`src/rtl/expipe_pkg.sv`:
```
// Shared execution-pipe types: instruction width, branch prediction, exception
// causes and the fetch queue entry layout.
package expipe_pkg;

   localparam int ILEN          = 32;
   localparam int FETCH_Q_DEPTH = 4;

   typedef struct packed {
      logic            taken;
      logic [ILEN-1:0] target;
   } prediction_t;

   typedef enum logic [3:0] {
      EXC_INSTR_MISALIGNED   = 4'd0,
      EXC_INSTR_ACCESS_FAULT = 4'd1,
      EXC_ILLEGAL_INSTR      = 4'd2,
      EXC_BREAKPOINT         = 4'd3,
      EXC_INSTR_PAGE_FAULT   = 4'd12
   } except_code_t;

   typedef struct packed {
      logic [ILEN-1:0] instr;
      prediction_t     pred;
      logic            except;
      except_code_t    except_code;
   } fetch_queue_entry_t;

endpackage

```
`src/rtl/modn_counter.sv`:
```
// Modulo-N up-counter with enable and synchronous clear; used for the
// fetch queue head and tail pointers.
module modn_counter #(
   parameter int N = 4,
   localparam int W = (N > 1) ? $clog2(N) : 1
) (
   input  logic         clk_i,
   input  logic         rst_i,
   input  logic         clr_i,
   input  logic         en_i,
   output logic [W-1:0] value_o
);

   always_ff @(posedge clk_i or posedge rst_i) begin
      if (rst_i) begin
         value_o <= '0;
      end else if (clr_i) begin
         value_o <= '0;
      end else if (en_i) begin
         value_o <= (value_o == W'(N - 1)) ? '0 : value_o + W'(1);
      end
   end

endmodule

```
`src/rtl/fetch_queue.sv`:
```
// Decoupling FIFO between fetch and issue. DEPTH must be a power of two >= 2.
// Once an excepting instruction is queued, intake stops until a flush.
module fetch_queue
   import expipe_pkg::*;
#(
   parameter int DEPTH = FETCH_Q_DEPTH,
   localparam int PW = $clog2(DEPTH),
   localparam int CW = $clog2(DEPTH) + 1
) (
   input  logic             clk_i,
   input  logic             rst_i,
   input  logic             flush_i,
   input  logic             fetch_valid_i,
   output logic             fetch_ready_o,
   input  logic [ILEN-1:0]  fetch_instr_i,
   input  prediction_t      fetch_pred_i,
   input  logic             fetch_except_i,
   input  except_code_t     fetch_except_code_i,
   output logic             issue_valid_o,
   input  logic             issue_ready_i,
   output logic [ILEN-1:0]  issue_instr_o,
   output prediction_t      issue_pred_o,
   output logic             issue_except_o,
   output except_code_t     issue_except_code_o,
   output logic [CW-1:0]    count_o
);

   fetch_queue_entry_t mem [DEPTH];
   fetch_queue_entry_t wr_entry;
   fetch_queue_entry_t head_entry;
   logic [PW-1:0]      head;
   logic [PW-1:0]      tail;
   logic               full;
   logic               exc_lock;
   logic               push;
   logic               pop;

   assign full          = (count_o == CW'(DEPTH));
   // Ready deliberately ignores issue_ready_i: a full queue never accepts,
   // even in a pop cycle, which keeps this path free of issue-side timing.
   assign fetch_ready_o = !full && !flush_i && !exc_lock;
   assign issue_valid_o = (count_o != '0);
   assign push          = fetch_valid_i && fetch_ready_o;
   assign pop           = issue_valid_o && issue_ready_i && !flush_i;

   assign wr_entry = '{instr:       fetch_instr_i,
                       pred:        fetch_pred_i,
                       except:      fetch_except_i,
                       except_code: fetch_except_code_i};

   modn_counter #(.N(DEPTH)) u_head_ctr (
      .clk_i   (clk_i),
      .rst_i   (rst_i),
      .clr_i   (flush_i),
      .en_i    (pop),
      .value_o (head)
   );

   modn_counter #(.N(DEPTH)) u_tail_ctr (
      .clk_i   (clk_i),
      .rst_i   (rst_i),
      .clr_i   (flush_i),
      .en_i    (push),
      .value_o (tail)
   );

   always_ff @(posedge clk_i or posedge rst_i) begin
      if (rst_i) begin
         count_o <= '0;
      end else if (flush_i) begin
         count_o <= '0;
      end else if (push && !pop) begin
         count_o <= count_o + CW'(1);
      end else if (pop && !push) begin
         count_o <= count_o - CW'(1);
      end
   end

   always_ff @(posedge clk_i or posedge rst_i) begin
      if (rst_i) begin
         exc_lock <= 1'b0;
      end else if (flush_i) begin
         exc_lock <= 1'b0;
      end else if (push && fetch_except_i) begin
         exc_lock <= 1'b1;
      end
   end

   // Storage is cleared on reset so the head fields read as zero afterwards.
   always_ff @(posedge clk_i or posedge rst_i) begin
      if (rst_i) begin
         for (int i = 0; i < DEPTH; i++) begin
            mem[i] <= '0;
         end
      end else if (push) begin
         mem[tail] <= wr_entry;
      end
   end

   assign head_entry          = mem[head];
   assign issue_instr_o       = head_entry.instr;
   assign issue_pred_o        = head_entry.pred;
   assign issue_except_o      = head_entry.except;
   assign issue_except_code_o = head_entry.except_code;

endmodule

```
`config.mk`:
```
export PLATFORM = sky130hd
export DESIGN_NAME = fetch_queue
export DESIGN_NICKNAME = d
export VERILOG_FILES = /design/src/rtl/expipe_pkg.sv /design/src/rtl/modn_counter.sv /design/src/rtl/fetch_queue.sv
export SDC_FILE = /design/constraint.sdc
export NUM_CORES = 1
export LEC_CHECK = 0
export ABC_AREA = 1
export BUFFER_PORTS_ARGS = -buffer_cell sky130_fd_sc_hd__buf_4
export CORE_ASPECT_RATIO = 0.5
export CORE_UTILIZATION = 25
export DETAILED_ROUTE_END_ITERATION = 10
export GPL_ROUTABILITY_DRIVEN = 0
export SETUP_SLACK_MARGIN = 0.1
export SYNTH_ARGS = -nofsm -noshare
export SYNTH_HDL_FRONTEND = slang
export SYNTH_HIERARCHICAL = 1
export SYNTH_SLANG_ARGS = --single-unit
```
`constraint.sdc`:
```
create_clock -name clk_i -period 13.4 [get_ports clk_i]
set_input_delay 2.68 -clock clk_i [delete_from_list [all_inputs] [get_ports clk_i]]
set_output_delay 2.68 -clock clk_i [all_outputs]
set_load 0.01 [all_outputs]
```
==> results.tsv <==
stage	metric	value	unit
status	status	completed	
layout	final instance area	15300	um^2
logic_synthesis	YS warnings	6	
global_route	grt total ovfl	0	
setup_path	Critical Path Start Type	register	
placed_design	post-detailed-placement half-perimeter wirelength	18100	um
setup_path	critical path class	register to output port	
global_route	initial antenna violation count	1	
setup_path	Cell Chain, Critical Path	inv_4, buf_4, o21ai_0, o22ai_1, buf_4	
pwr	Pwr Density	218	nW/um^2
layout	Final Util	30.3	%
setup_path	worst path required time	10.72	ns
floorplanning	core box area	50600	um^2
timing	slew at the pin closest to its max-slew limit	1.07	ns
cts	CTS tree	built	
timing	unrepaired setup endpoints after global routing	no	
cts	CTS Buffer Depth	3	
logic_synthesis	Cell Area, Synth	12900	um^2
detailed_routing	Routed Antenna Nets	0	
floorplanning	Chip Width	323	um
global_route	GRT Util Overall	12.4	%
cts	CTS clock-pin slew for the worst setup and hold paths	0.06	ns
detailed_routing	Iteration-0 DRC Markers	660	
floorplanning	row count	58	
layout	Register Area	7210	um^2
setup_path	CP max-delay cell	buf_4	
layout	most frequent cells in the layout	nand2_1, dfrtp_1, o21ai_0	
logic_synthesis	sequential area share after synthesis	55.9	%
detailed_routing	vias per std cell	4.42	
cts	Root Buffer	clkbuf_16	
logic_synthesis	asr flop ratio synth	100	%
setup_path	Worst Path Max Fanout	80	
timing	TNS Setup	0	ns
detailed_routing	DR DRC count	0	
floorplanning	starting density of the core	25.5	%
worst_hold_path	Hold WC Path Type	register to register	
setup_path	cell mode on critical path	buf_4	
detailed_routing	post-DR wirelength/cell	14.4	um
timing	relative slew slack	28.6	%
layout	area of the multi-input gates	4660	um^2
cts	# resized after CTS	0	
cts	Hold-fix buffers, CTS	0	
timing	Final Hold Vio Count	0	
placed_design	port bufs	149	
cts	H-tree depth	1	
detailed_routing	router iterations before antenna repair	5	
setup_path	Setup crit end kind	output port	
run	Max-cap violations	0	
pwr	cell leakage power	7.36	nW
layout	layout cells sized above 1	18.4	%
floorplanning	die height	163	um
global_route	vias in the first global route	9823	
layout	final net count	1609	
floorplanning	Top Ports	150	
placed_design	placed inst area	14300	um^2
timing	Max Freq	167	MHz
setup_path	CP peak stage delay	0.77	ns
cts	setup repair bufs after CTS	0	
timing	Min Hold Slack	0.475	ns
logic_synthesis	syn avg cell area	8.93	um^2
layout	most common cell after layout, fill and taps aside	nand2_1	
logic_synthesis	Gate Count Post-Synth	1443	
global_route	first-pass GRT wire length	52800	um
timing	Final min period	5.97	ns
logic_synthesis	Seq cells post-synth	288	
timing	Setup violations, final	0	
timing	Slew Limit Fails	0	
logic_synthesis	Netlist cell types	25	
pwr	Peak supply drop	0.0736	mV
logic_synthesis	Synthesized Nets	1521	
logic_synthesis	Post-synth EDFFs	0	
timing	Final Skew	0.0124	ns
detailed_routing	overall routed net length	32400	um
global_route	largest net degree at the start of global routing	125	
detailed_routing	vias post-DR	9926	
floorplanning	die area	52500	um^2
cts	Num Clock Sinks	288	
layout	fillers	5380	
cts	Num CTS Buffers	31	
cts	Clock Latency Late Sink	0.57	ns
logic_synthesis	ys flop type	dfrtp_1	
layout	area growth from synthesis to layout	18.8	%
timing	Final period util	44.6	%
setup_path	Critical Path AT	3.29	ns
[registers in the layout (all words and copies together), names as in the netlist]
register / count
count_o: 3
mem: 280
exc_lock: 1
u_head_ctr/value_o: 2
u_tail_ctr/value_o: 2
[metal layers]
metal  vias to the layer above  global-route usage, %  wire [um]
li1                       4977                      -          -
met1                      4779                   15.7      14300
met2                       124                   22.1      16400
met3                        46                   1.55        824
met4                         0                   3.64        826
met5                         -                      0          0
[final timing paths]
path | from | end | slack [ns] | cells after the start
max | u_head_ctr/value_o[0] | issue_pred_o[17] | 7.43 | 5
min | mem[93] | mem[93] | 0.47 | 2
max reg2reg | count_o[1] | mem[92] | 10.67 | 8
min reg2reg | mem[93] | mem[93] | 0.47 | 2
max in group asynchronous | rst_i | mem[235] | 9.49 | 3
min in group asynchronous | rst_i | u_head_ctr/value_o[0] | 2.00 | 2
[cell type report]
cell class | count | area share (%)
clock buffer | 43 | 5.95
timing repair buffer | 159 | 7.80
multi-input combinational | 961 | 30.4
tap | 690 | 5.64
clock inverter | 15 | 0.785
sequential | 288 | 47.1
antenna | 1 | 0.0163
inverter | 90 | 2.27
[metrics by stage]
stage               setup WS [ns]  instances  power [mW]
finish                       7.43       2247        3.33
global route                 7.18       2247        3.58
CTS                          7.36       2246        3.38
detailed placement           7.48       2188        2.51
global placement             7.46       2188        2.49
floorplan                    2.88       1443        2.07
[Yosys cell counts (3+ instances only)]
cell | count | area, um^2
buf_4 | 3 | 22.5
o22ai_1 | 70 | 438
buf_6 | 37 | 417
inv_1 | 88 | 330
o21ai_0 | 245 | 1230
o21ai_1 | 119 | 596
buf_2 | 6 | 30.0
buf_1 | 7 | 26.3
dfrtp_1 | 288 | 7210
o21ai_2 | 60 | 526
nor2_1 | 150 | 563
nand3_1 | 8 | 40.0
nand2_2 | 3 | 18.8
clkbuf_1 | 51 | 191
nand2_1 | 295 | 1110
[critical path, delay by kind of cell, from the launching register on]
kind | cells | cell delay [ns]
compound gates | 2 | 0.42
buf+inv | 3 | 1.52
flops | 1 | 0.73
[cell families after synthesis]
| kind of cell | count (synthesis) | share of synthesized area, % |
|---|---|---|
| simple gates | 461 | 14.0 |
| buf+inv | 194 | 7.95 |
| fa+ha+maj | 3 | 0.350 |
| compound gates | 496 | 21.7 |
| xor+xnor | 1 | 0.0680 |
| flops | 288 | 55.9 |
[power by group]
group / internal, mW / switching [mW]
Sequential: 1.22 / 0.184
Combinational: 0.481 / 0.599
Clock: 0.494 / 0.359
(Power assumes the default switching activity.)
